[src/rtl/uart_pkg.sv]
// Shared UART definitions: framer state encoding, default sync marker and bit timing
// common to the receiver, transmitter and framer.
`timescale 1ns/1ps
package uart_pkg;

    localparam int unsigned CLKS_PER_BIT   = 217;
    localparam logic [7:0]  DEF_SYNC_BYTE  = 8'hA5;

    typedef enum logic [2:0] {
        HUNT    = 3'd0,
        LEN     = 3'd1,
        PAYLOAD = 3'd2,
        CHK     = 3'd3,
        DRAIN   = 3'd4
    } framer_state_t;

endpackage

[src/rtl/uart_rx_framer_sat_cnt8.sv]
// 8-bit saturating event counter with synchronous clear; holds at 8'hFF.
`timescale 1ns/1ps
module sat_cnt8 (
    input  logic       i_clk,
    input  logic       i_clr,
    input  logic       i_inc,
    output logic [7:0] o_cnt
);

    logic [7:0] r_cnt;

    always_ff @(posedge i_clk) begin
        if (i_clr) begin
            r_cnt <= '0;
        end else if (i_inc && (r_cnt != '1)) begin
            r_cnt <= r_cnt + 8'd1;
        end
    end

    assign o_cnt = r_cnt;

endmodule

[src/rtl/uart_rx_framer.sv]
// Frames the UART byte stream (SYNC, LEN, payload, CHK), validates length and XOR
// checksum, and replays good payloads on a registered valid/ready stream with last.
`timescale 1ns/1ps
module uart_rx_framer
    import uart_pkg::*;
#(
    parameter logic [7:0]  SYNC_BYTE    = DEF_SYNC_BYTE,
    parameter int unsigned MAX_LEN      = 16,
    parameter int unsigned TIMEOUT_CLKS = 4340
) (
    input  logic       clk,
    input  logic       rst,
    input  logic       rx_dv,
    input  logic [7:0] rx_byte,
    output logic       out_valid,
    input  logic       out_ready,
    output logic [7:0] out_data,
    output logic       out_last,
    output logic [7:0] chk_err_cnt,
    output logic [7:0] len_err_cnt,
    output logic [7:0] tmo_err_cnt,
    output logic [7:0] drop_cnt
);

    localparam int unsigned IDX_W = $clog2(MAX_LEN + 1);
    localparam int unsigned AW    = (MAX_LEN > 1) ? $clog2(MAX_LEN) : 1;
    localparam int unsigned TMO_W = $clog2(TIMEOUT_CLKS);
    localparam logic [TMO_W-1:0] IDLE_MAX = TMO_W'(TIMEOUT_CLKS - 1);

    framer_state_t    r_state;
    logic [7:0]       r_buf [MAX_LEN];
    logic [IDX_W-1:0] r_wr_idx;
    logic [IDX_W-1:0] r_rd_idx;
    logic [IDX_W-1:0] r_last_idx;
    logic [7:0]       r_chk;
    logic [TMO_W-1:0] r_idle;
    logic             r_out_valid;
    logic [7:0]       r_out_data;
    logic             r_out_last;

    logic             w_in_frame;
    logic             w_idle_max;
    logic             w_len_ok;
    logic             w_buf_we;
    logic [IDX_W-1:0] w_rd_next;
    logic             w_inc_len;
    logic             w_inc_chk;
    logic             w_inc_tmo;
    logic             w_inc_drop;

    assign w_in_frame = (r_state == LEN) || (r_state == PAYLOAD) || (r_state == CHK);
    assign w_idle_max = (r_idle == IDLE_MAX);
    assign w_len_ok   = (rx_byte >= 8'd1) && (rx_byte <= 8'(MAX_LEN));
    assign w_buf_we   = (r_state == PAYLOAD) && rx_dv;
    assign w_rd_next  = r_rd_idx + IDX_W'(1);

    assign w_inc_len  = (r_state == LEN) && rx_dv && !w_len_ok;
    assign w_inc_chk  = (r_state == CHK) && rx_dv && (rx_byte != r_chk);
    assign w_inc_tmo  = w_in_frame && !rx_dv && w_idle_max;
    assign w_inc_drop = (r_state == DRAIN) && rx_dv;

    always_ff @(posedge clk) begin
        if (w_buf_we) begin
            r_buf[r_wr_idx[AW-1:0]] <= rx_byte;
        end
    end

    // The stored length is kept as its last index so wr/rd compares need no subtract.
    always_ff @(posedge clk) begin
        if (rst) begin
            r_state     <= HUNT;
            r_wr_idx    <= '0;
            r_rd_idx    <= '0;
            r_last_idx  <= '0;
            r_chk       <= '0;
            r_idle      <= '0;
            r_out_valid <= 1'b0;
            r_out_data  <= '0;
            r_out_last  <= 1'b0;
        end else begin
            if (w_in_frame) begin
                r_idle <= (rx_dv || w_idle_max) ? '0 : r_idle + TMO_W'(1);
            end
            case (r_state)
                HUNT: begin
                    if (rx_dv && (rx_byte == SYNC_BYTE)) begin
                        r_idle  <= '0;
                        r_state <= LEN;
                    end
                end
                LEN: begin
                    if (rx_dv) begin
                        if (w_len_ok) begin
                            r_last_idx <= rx_byte[IDX_W-1:0] - IDX_W'(1);
                            r_chk      <= rx_byte;
                            r_wr_idx   <= '0;
                            r_state    <= PAYLOAD;
                        end else begin
                            r_state <= HUNT;
                        end
                    end else if (w_idle_max) begin
                        r_state <= HUNT;
                    end
                end
                PAYLOAD: begin
                    if (rx_dv) begin
                        r_chk <= r_chk ^ rx_byte;
                        if (r_wr_idx == r_last_idx) begin
                            r_state <= CHK;
                        end else begin
                            r_wr_idx <= r_wr_idx + IDX_W'(1);
                        end
                    end else if (w_idle_max) begin
                        r_state <= HUNT;
                    end
                end
                CHK: begin
                    if (rx_dv) begin
                        if (rx_byte == r_chk) begin
                            r_rd_idx    <= '0;
                            r_out_valid <= 1'b1;
                            r_out_data  <= r_buf[0];
                            r_out_last  <= (r_last_idx == '0);
                            r_state     <= DRAIN;
                        end else begin
                            r_state <= HUNT;
                        end
                    end else if (w_idle_max) begin
                        r_state <= HUNT;
                    end
                end
                DRAIN: begin
                    if (r_out_valid && out_ready) begin
                        if (r_out_last) begin
                            r_out_valid <= 1'b0;
                            r_out_last  <= 1'b0;
                            r_state     <= HUNT;
                        end else begin
                            r_rd_idx   <= w_rd_next;
                            r_out_data <= r_buf[w_rd_next[AW-1:0]];
                            r_out_last <= (w_rd_next == r_last_idx);
                        end
                    end
                end
                default: begin
                    r_out_valid <= 1'b0;
                    r_out_last  <= 1'b0;
                    r_state     <= HUNT;
                end
            endcase
        end
    end

    assign out_valid = r_out_valid;
    assign out_data  = r_out_data;
    assign out_last  = r_out_last;

    sat_cnt8 u_chk_err_cnt (.i_clk(clk), .i_clr(rst), .i_inc(w_inc_chk),  .o_cnt(chk_err_cnt));
    sat_cnt8 u_len_err_cnt (.i_clk(clk), .i_clr(rst), .i_inc(w_inc_len),  .o_cnt(len_err_cnt));
    sat_cnt8 u_tmo_err_cnt (.i_clk(clk), .i_clr(rst), .i_inc(w_inc_tmo),  .o_cnt(tmo_err_cnt));
    sat_cnt8 u_drop_cnt    (.i_clk(clk), .i_clr(rst), .i_inc(w_inc_drop), .o_cnt(drop_cnt));

endmodule

[config.mk]
export PLATFORM = sky130hd
export DESIGN_NAME = uart_rx_framer
export DESIGN_NICKNAME = d
export VERILOG_FILES = /design/src/rtl/uart_pkg.sv /design/src/rtl/uart_rx_framer_sat_cnt8.sv /design/src/rtl/uart_rx_framer.sv
export SDC_FILE = /design/constraint.sdc
export NUM_CORES = 1
export LEC_CHECK = 0
export ABC_AREA = 1
export ABC_CLOCK_PERIOD_IN_PS = 4150
export CAP_MARGIN = 20
export CORE_AREA = 2 2 128 130
export DETAILED_ROUTE_END_ITERATION = 8
export DIE_AREA = 0 0 130 132
export PLACE_DENSITY = 0.85
export SLEW_MARGIN = 40
export SYNTH_ARGS = -nofsm -noshare
export SYNTH_HDL_FRONTEND = slang
export SYNTH_SLANG_ARGS = --single-unit
[constraint.sdc]
create_clock -name clk -period 4.15 [get_ports clk]
set_input_delay 0.6225 -clock clk [delete_from_list [all_inputs] [get_ports clk]]
set_output_delay 0.6225 -clock clk [all_outputs]
set_load 0.02 [all_outputs]
Word level (Yosys, flattened, before mapping):

Memory sizes are Yosys's and may differ from the RTL's.
Cells that the tools add are included.
Widths: inputs -> output; s select.

* output and inout bits: 42
* bits in writable memories: 128
* word-level logic and storage cells: 129
* memories kept: 1
* register bits after elaboration: 81
* input port bits: 12

* magnitude comparators: 2
* reduce and logical (&&, ||, !) cells: 32
* mux-type cells: 46
* add/subtract/negate cells: 8
* eq/ne operators: 25
* bitwise gates (word level): 2

Memories
* r_buf: words 16, bits a word 8, read ports 2, clocked after memory_dff 0, wr ports 1, line uart_rx_framer.sv:31 `logic [7:0] r_buf [MAX_LEN];`

Operators by type and width (number)
* $mux 8: 7
* $mux 13: 4
* $mux 5: 8
* $add 8x1->8 const B: 4
* $ne 8x8->1 const B: 4
* $pmux 8 s2: 2
* $mux 3: 9
* $pmux 5 s2: 2
* $ne 2x2->1 const B: 8
* $logic_and 1x1->1: 15
* $pmux 3 s5: 1
* $reduce_and 5->1: 3
* $add 13x1->13 const B: 1
* $eq 13x13->1 const B: 1
* $reduce_and 4->1: 3
* $add 5x1->5 const B: 2
* $eq 5x5->1: 2
* $mux 1: 10
* $eq 8x8->1: 1
* $eq 8x8->1 const B: 1
* $ge 8x1->1 const B: 1
* $le 8x5->1 const B: 1
* $ne 8x8->1: 1
* $xor 8x8->8: 1
* 16 further kinds: 23

Depth between registers and ports, before layout:

Gate-level depths: netlist of the first run.

* word-level depth: 6
* gate-level depth with buffers: 12
* depth with buffers taken out: 12

Modules after synthesis:

Synthesis of the first run repeated with hierarchy kept, for this count alone.

* cells, all modules: 1269
* area, all modules: 10336.2 sq um

By module, submodules not included
* uart_rx_framer: instances 1, sequential area each 4824.6 sq um, cells each 961, area an instance 8399.3 sq um
* sat_cnt8: instances 4, sequential area each 160.2 sq um, cells each 77, area an instance 484.2 sq um

Worst setup path after synthesis of the first run:

OpenSTA, ideal clock, no wires.

* kind: flip-flop to flip-flop
* from: reg r_state[2]
* to: mem r_buf[0][0] (enable)
* data required time: 3.780 ns
* cell stages (with the launch flop): 8
* data arrival time: 1.632 ns
* clock period less this slack: 2.002 ns
* setup time: 0.370 ns
* buffers on the path: 2
* setup slack: 2.148 ns
* path through: dfxtp_1 buf_2 nor3_2 inv_1 buf_2 nor2_1 nand2_1 nor2_1

* word-level cells in the longest chain between the ends: 4

Ends and longest elaborated chain
* start, declared: line uart_rx_framer.sv:30 `framer_state_t r_state;`
* start signal, assigned: line uart_rx_framer.sv:71 `r_state <= HUNT;`
* start signal, assigned: line uart_rx_framer.sv:88 `r_state <= LEN;`
* start signal, assigned: line uart_rx_framer.sv:97 `r_state <= PAYLOAD;`
* $eq 3x2->1: line uart_rx_framer.sv:54 `assign w_buf_we = (r_state == PAYLOAD) && rx_dv;`
* $logic_and 1x1->1: line uart_rx_framer.sv:54
* $mux 1: line uart_rx_framer.sv:63 `if (w_buf_we) begin`
* $mux 1 (not written as such): line uart_rx_framer.sv:64 `r_buf[r_wr_idx[AW-1:0]] <= rx_byte;`
* end, declared: line uart_rx_framer.sv:31

No other way between the ends.

Worst setup path in the final report of the first run:

* from: reg r_state[1]
* to: mem r_buf[13][2] (enable)

Same word-level chain as after synthesis.

==> out/results.txt, run 1 <==
IO buf count: 53
Clock tree sinks: 209
CP arrival: 2.95 ns
Row cnt: 46
Worst-case clock buffer depth: 3
Buffer count from post-CTS setup fixing: 0
Startpoint Class: register
Xor and xnor area share after synthesis: 2.512%
Family with the most delay on the worst path: simple AND/OR/NAND/NOR gates
Dpl ws: 1.014 ns
Core outline area: 15,710 um^2
Synth Area in Simple Gates: 28.08%
Die H: 132 um
DRT iter0 DRCs: 972
Max VDD drop: 0.2795 mV
Buf/Inv on CP: 2
DP HPWL: 15.39 mm
Final WL: 24.87 mm
Clk_skew: 0.009840 ns
Most common cell after layout, fill and taps aside: nand2_1
Worst Tran Pin Value: 0.8271 ns
Crit share post-route: 67.95%
Cell area after layout: 11,470 um^2
Largest family of logic cells by synthesized area: simple AND/OR/NAND/NOR gates
Inserted Clock Buffers: 22
Hold_buf cts: 0
Status: finished clean
Total of max-cap violations: 0
Pins over their slew limit: 0
Ys Warns: 0
Worst-Skew Late Latency: 0.51 ns
Post-Syn Area: 10,010 um^2
Pin count of the biggest net entering global routing: 77
Adder-Cell Fraction of Synth Area: 1.625%
Mux cell area share after synthesis: 0%
Vias in the first global route: 7,949
First-pass GRT wire length: 39.72 mm
P_leak: 4.595 nW
Vias per cell: 5.671
Setup ws final: 1.330 ns
Count of final hold-check violations: 0
Most frequent cells in the layout: nand2_1, inv_1, nand3_1
Final setup vio count: 0
CP Max Fanout: 20
I/O pin cnt: 54
Number of diodes: 0
RePlAce Congestion: 0.8766
Max stage delay on crit path: 0.66 ns
Post-route ant nets: 0
Routed WL per cell: 16.96 um
Mapped Cells: 1,182
Synth cell types: 41
H-tree depth: 1
Fillers: 1,114
Post-Syn Area per Cell: 8.469 um^2
Synthesized flop and latch total: 209
Reg clk slew, reported paths: 0.06 ns
CTS tree: built
Cell taking the most area after synthesis: edfxtp_1
Layout cells sized above 1: 7.034%
DR DRC count: 0
CP required: 4.28 ns
Cell-by-cell trace of the critical path: inv_1 -> nor3_2 -> inv_1 -> nor2_1 -> nand2_1 -> nor2_1
Post-synth net total: 1,207
RSZ-0062 raised after global routing: no
Slowest cell on crit path: nor2_1
Initial core utilization: 63.71%
Setup TNS: 0 ns
Crit end category: register
Synth Area in Compound Gates: 5.762%
Worst Hold Class: reg -> reg
DIE AREA: 17,160 um^2
Initial antenna violation count: 0
Synth area leaders: edfxtp_1, dfxtp_1, nand2_1
WS Path Type: reg -> reg
Area growth syn-to-layout: 14.54%
Fin crit period: 2.820 ns
Sequential fraction of the synthesis area: 54.59%
PwrDens: 456.4 nW/um^2
Top-area cell type share of the netlist area: 38.40%
Worst relative slew slack: 44.67%
Grt total ovfl: 0
Vias post-DR: 8,320
Root Buffer: clkbuf_16
GRT Total Usage: 29.28%
Drt first pass iters: 5
Fmax: 354.6 MHz
Total Power: 5.233 mW
Final net count: 1,261
Post-CTS Resized: 0
Placement Cell Area: 10,760 um^2
Chip width: 130 um
synth_stat cells (all sizes together):
master	number
nor3	21
edfxtp	128
nor2	87
o21bai	1
nand2	363
nand3	136
nand4	13
buf	24
o31ai	1
and3	1
nand3b	2
nor4	5
dfxtp	81
inv	149
nor3b	6
a21oi	77
ha	13
or2	3
xor2	19
o211ai	9
xnor2	8
clkbuf	15
o21ai	18
o21a	2
cells by family after synthesis:
kind of cell	count (synthesis)
and+or+nand+nor	637
AOI/OAI and AO/OA	108
adders and majority gates	13
xor gates and xnor gates	27
buffers and inverters	188
DFF	209
per-stage QoR:
step / hold WS [ns] / utilization [%] / instances
after CTS: 0.4717 / 73.01 / 1467
final: 0.4735 / 72.97 / 1467
after global routing: 0.4819 / 72.97 / 1467
after detailed placement: 0.4573 / 68.48 / 1428
after floorplan: 0.4409 / - / 1182
after global placement: 0.4508 / 68.41 / 1428
metal layers:
metal	track usage (%)	wire [um]
met5	0	0
met4	10.33	784
met3	4.789	2016
met2	49.94	12400
met1	37.73	9669
report_power, final:
| part | switching [mW] | internal [mW] | leakage [nW] |
|---|---|---|---|
| clock | 0.784 | 1.17 | 0.347 |
| combinational | 0.685 | 0.291 | 2.44 |
| sequential | 0.0517 | 2.25 | 1.80 |
worst register-to-register path, stage by stage, from the launching register on:
cell and delay [ns]:
dfxtp_1 0.46, inv_1 0.15, nor3_2 0.22, inv_1 0.33, nor2_1 0.42, nand2_1 0.20, nor2_1 0.66
final timing paths:
kind / start / endpoint / slack, ns / cells past startpoint
setup / recovery: r_state[1]$_SDFFE_PP0P_ / r_buf[13][2]$_DFFE_PP_ / 1.33 / 6
hold / removal: r_chk[4]$_SDFFE_PP0P_ / r_chk[4]$_SDFFE_PP0P_ / 0.47 / 2
setup reg to reg: r_state[1]$_SDFFE_PP0P_ / r_buf[13][2]$_DFFE_PP_ / 1.33 / 6
hold reg to reg: r_chk[4]$_SDFFE_PP0P_ / r_chk[4]$_SDFFE_PP0P_ / 0.47 / 2
registers in the layout, summed over array words and instances (netlist names):
| signal | flops |
|---|---|
| out_data | 8 |
| out_last | 1 |
| out_valid | 1 |
| r_buf | 128 |
| r_chk | 8 |
| r_idle | 13 |
| r_last_idx | 5 |
| r_rd_idx | 5 |
| r_state | 3 |
| r_wr_idx | 5 |
| u_chk_err_cnt.o_cnt | 8 |
| u_drop_cnt.o_cnt | 8 |
| u_len_err_cnt.o_cnt | 8 |
| u_tmo_err_cnt.o_cnt | 8 |
layout make-up:
type | count | area [um^2] | share of cell area [%]
sequential | 209 | 5466 | 47.68
multi-input combinational | 785 | 3814 | 33.26
timing repair buffer | 69 | 645.6 | 5.631
clock buffer | 32 | 629.4 | 5.489
inverter | 149 | 559.3 | 4.878
tap | 216 | 270.3 | 2.357
clock inverter | 7 | 81.33 | 0.7093
(Power assumes the default switching activity.)
==> inputs of run 2 (changes only) <==
--- a/config.mk
+++ b/config.mk
@@ -6,12 +6,12 @@
 export NUM_CORES = 1
 export LEC_CHECK = 0
 export ABC_AREA = 1
-export ABC_CLOCK_PERIOD_IN_PS = 4150
+export ABC_CLOCK_PERIOD_IN_PS = 2400
 export CAP_MARGIN = 20
-export CORE_AREA = 2 2 128 130
+export CORE_AREA = 2 2 140 142
 export DETAILED_ROUTE_END_ITERATION = 8
-export DIE_AREA = 0 0 130 132
-export PLACE_DENSITY = 0.85
+export DIE_AREA = 0 0 142 144
+export PLACE_DENSITY = 0.76
 export SLEW_MARGIN = 40
 export SYNTH_ARGS = -nofsm -noshare
 export SYNTH_HDL_FRONTEND = slang
==> constraint.sdc (replaced) <==
create_clock -name clk -period 2.4 [get_ports clk]
set_input_delay 0.36 -clock clk [delete_from_list [all_inputs] [get_ports clk]]
set_output_delay 0.36 -clock clk [all_outputs]
set_load 0.02 [all_outputs]
==> run 2 against run 1 <==
  * Setup slack lost 0.97 ns
  * Routed wire length shrank 3.0%
  * Final cell count grew 3.9%
  * Via count shrank 1.5%
  * Critical path type unchanged
  * Largest cell class unchanged
  * Largest power group unchanged
==> out/results.txt, run 2 (same netlist as run 1, synthesis figures left out) <==
Multi-input combinational cell area: 3802 um^2 (-0.30%)
Final setup vio count: 0 (unchanged)
CP Max Fanout: 8 (-60%)
WS Path Type: reg -> reg
Worst-Skew Late Latency: 0.51 ns (about the same)
P_leak: 4.791 nW (+4.3%)
Routed WL per cell: 15.83 um (-6.7%)
Pin count of the biggest net entering global routing: 49 (-36%)
Initial antenna violation count: 0 (unchanged)
CP required: 2.61 ns (-1.67 ns)
Initial core utilization: 52.47% (-11 points)
I/O pin cnt: 54 (unchanged)
DR DRC count: 0 (unchanged)
DIE AREA: 20,450 um^2 (+19%)
Final net count: 1,294 (+2.6%)
Fin crit period: 2.037 ns (-0.7825 ns)
H-tree depth: 1 (unchanged)
M3 GR Usage: 3.013% (-1.8 points)
Post-CTS Resized: 0 (unchanged)
Vias post-DR: 8,193 (-1.5%)
Crit end category: register
Cell area after layout: 11,780 um^2 (+2.7%)
Number of diodes: 0 (unchanged)
CTS tree: built
Most frequent cells in the layout: nand2_1, inv_1, nand3_1
First-pass GRT wire length: 38.88 mm (-2.1%)
CP arrival: 2.25 ns (-0.70 ns)
RePlAce Congestion: 0.8587 (-2.0%)
Worst-case clock buffer depth: 3 (unchanged)
Register area: 5466 um^2 (unchanged)
Pins over their slew limit: 0 (unchanged)
Inserted Clock Buffers: 23 (+4.5%)
DRT iter0 DRCs: 760 (-22%)
Row cnt: 51 (+11%)
RSZ-0062 raised after global routing: no
Area growth syn-to-layout: 17.69%
Worst Hold Class: reg -> reg
Core outline area: 19,080 um^2 (+21%)
Status: finished clean
Vias per cell: 5.376 (-5.2%)
Drt first pass iters: 6 (+1)
Vias in the first global route: 7,639 (-3.9%)
Worst relative slew slack: 57.46% (+13 points)
Global route hottest layer: met2
Count of final hold-check violations: 0 (unchanged)
Total Power: 9.129 mW (+74%)
Hold_buf cts: 0 (unchanged)
GRT Total Usage: 23.92% (-5.4 points)
Final WL: 24.12 mm (-3.0%)
Max FFs per register: 128 (unchanged)
Root Buffer: clkbuf_16
Startpoint Class: register
Die H: 144 um (+9.1%)
PwrDens: 774.9 nW/um^2 (+70%)
Reg clk slew, reported paths: 0.06 ns (about the same)
Layout cells sized above 1: 9.642% (+2.6 points)
M2 GR Usage: 41.37% (-8.6 points)
Worst Tran Pin Value: 0.6349 ns (-0.1922 ns)
Grt met1 use: 31.94% (-5.8 points)
Buffer count from post-CTS setup fixing: 0 (unchanged)
Max VDD drop: 0.5399 mV (+93%)
DP HPWL: 15.79 mm (+2.6%)
Crit share post-route: 84.88% (+17 points)
Fmax: 490.9 MHz (+38%)
IO buf count: 53 (unchanged)
Grt total ovfl: 0 (unchanged)
Clk_skew: 0.01043 ns (+0.0005858 ns)
Post-route ant nets: 0 (unchanged)
Fillers: 1,558 (+40%)
Total of max-cap violations: 0 (unchanged)
Most common cell after layout, fill and taps aside: nand2_1
Placement Cell Area: 11,040 um^2 (+2.6%)
Clock tree sinks: 209 (unchanged)
Chip width: 142 um (+9.2%)
-- run 2: cell types whose count changed in the layout (fill, tap and decap cells not counted), sizes merged --
cell,change
clkinv,+1
bufinv,-1
buf,+31
clkbuf,+2
clkdlybuf4s50,+1
inv,+1
-- run 2: metal layers --
metal	up-vias	part of all wire (%)
met5	-	0
met4	0	1.8
met3	34	6.6
met2	280	49
met1	3834	43
li1	4045	-
-- run 2: report_power, final --
| part | internal, mW | switching (mW) |
|---|---|---|
| Clock | 2.03 | 1.39 |
| Combinational | 0.559 | 1.16 |
| Sequential | 3.89 | 0.0892 |
| Total | 6.48 | 2.65 |
-- run 2: worst paths after layout --
path                            startpoint  depth (start not counted)                        to  slack [ns]
setup / recovery   r_state[1]$_SDFFE_PP0P_                          7    r_buf[15][2]$_DFFE_PP_        0.36
hold reg to reg   r_rd_idx[4]$_SDFFE_PP0P_                          2  r_rd_idx[4]$_SDFFE_PP0P_        0.47
setup reg to reg   r_state[1]$_SDFFE_PP0P_                          7    r_buf[15][2]$_DFFE_PP_        0.36
hold / removal    r_rd_idx[4]$_SDFFE_PP0P_                          2  r_rd_idx[4]$_SDFFE_PP0P_        0.47
-- run 2: layout make-up --
cell class	instances	area share, %
inverters	149	4.747
repair buffers	101	7.774
multi-input cells	785	32.27
clock inverters	8	0.6160
clock buffers	34	5.661
flip-flops and latches	209	46.40
well taps	238	2.528
-- run 2: critical path, cell delays in order, from the launching register on --
cell and delay [ns]:
dfxtp_1 0.45, inv_1 0.14, nor3_2 0.19, inv_1 0.08, nor2_1 0.31, nand2_1 0.20, nor2_1 0.15, buf_4 0.21
-- run 2: stage by stage --
step / util (%) / setup slack [ns] / TNS [ns] / hold slack (ns) / instances
5_1_grt: 61.75 / 0.2203 / 0 / 0.4976 / 1524
3_5_place_dp: 57.87 / -0.03485 / -0.03485 / 0.4584 / 1482
2_1_floorplan: - / 0.3982 / 0 / 0.4409 / 1182
6_report: 61.75 / 0.3628 / 0 / 0.4682 / 1524
3_3_place_gp: 57.87 / 0.04302 / 0 / 0.4489 / 1482
4_1_cts: 61.75 / 0.3709 / 0 / 0.4678 / 1524
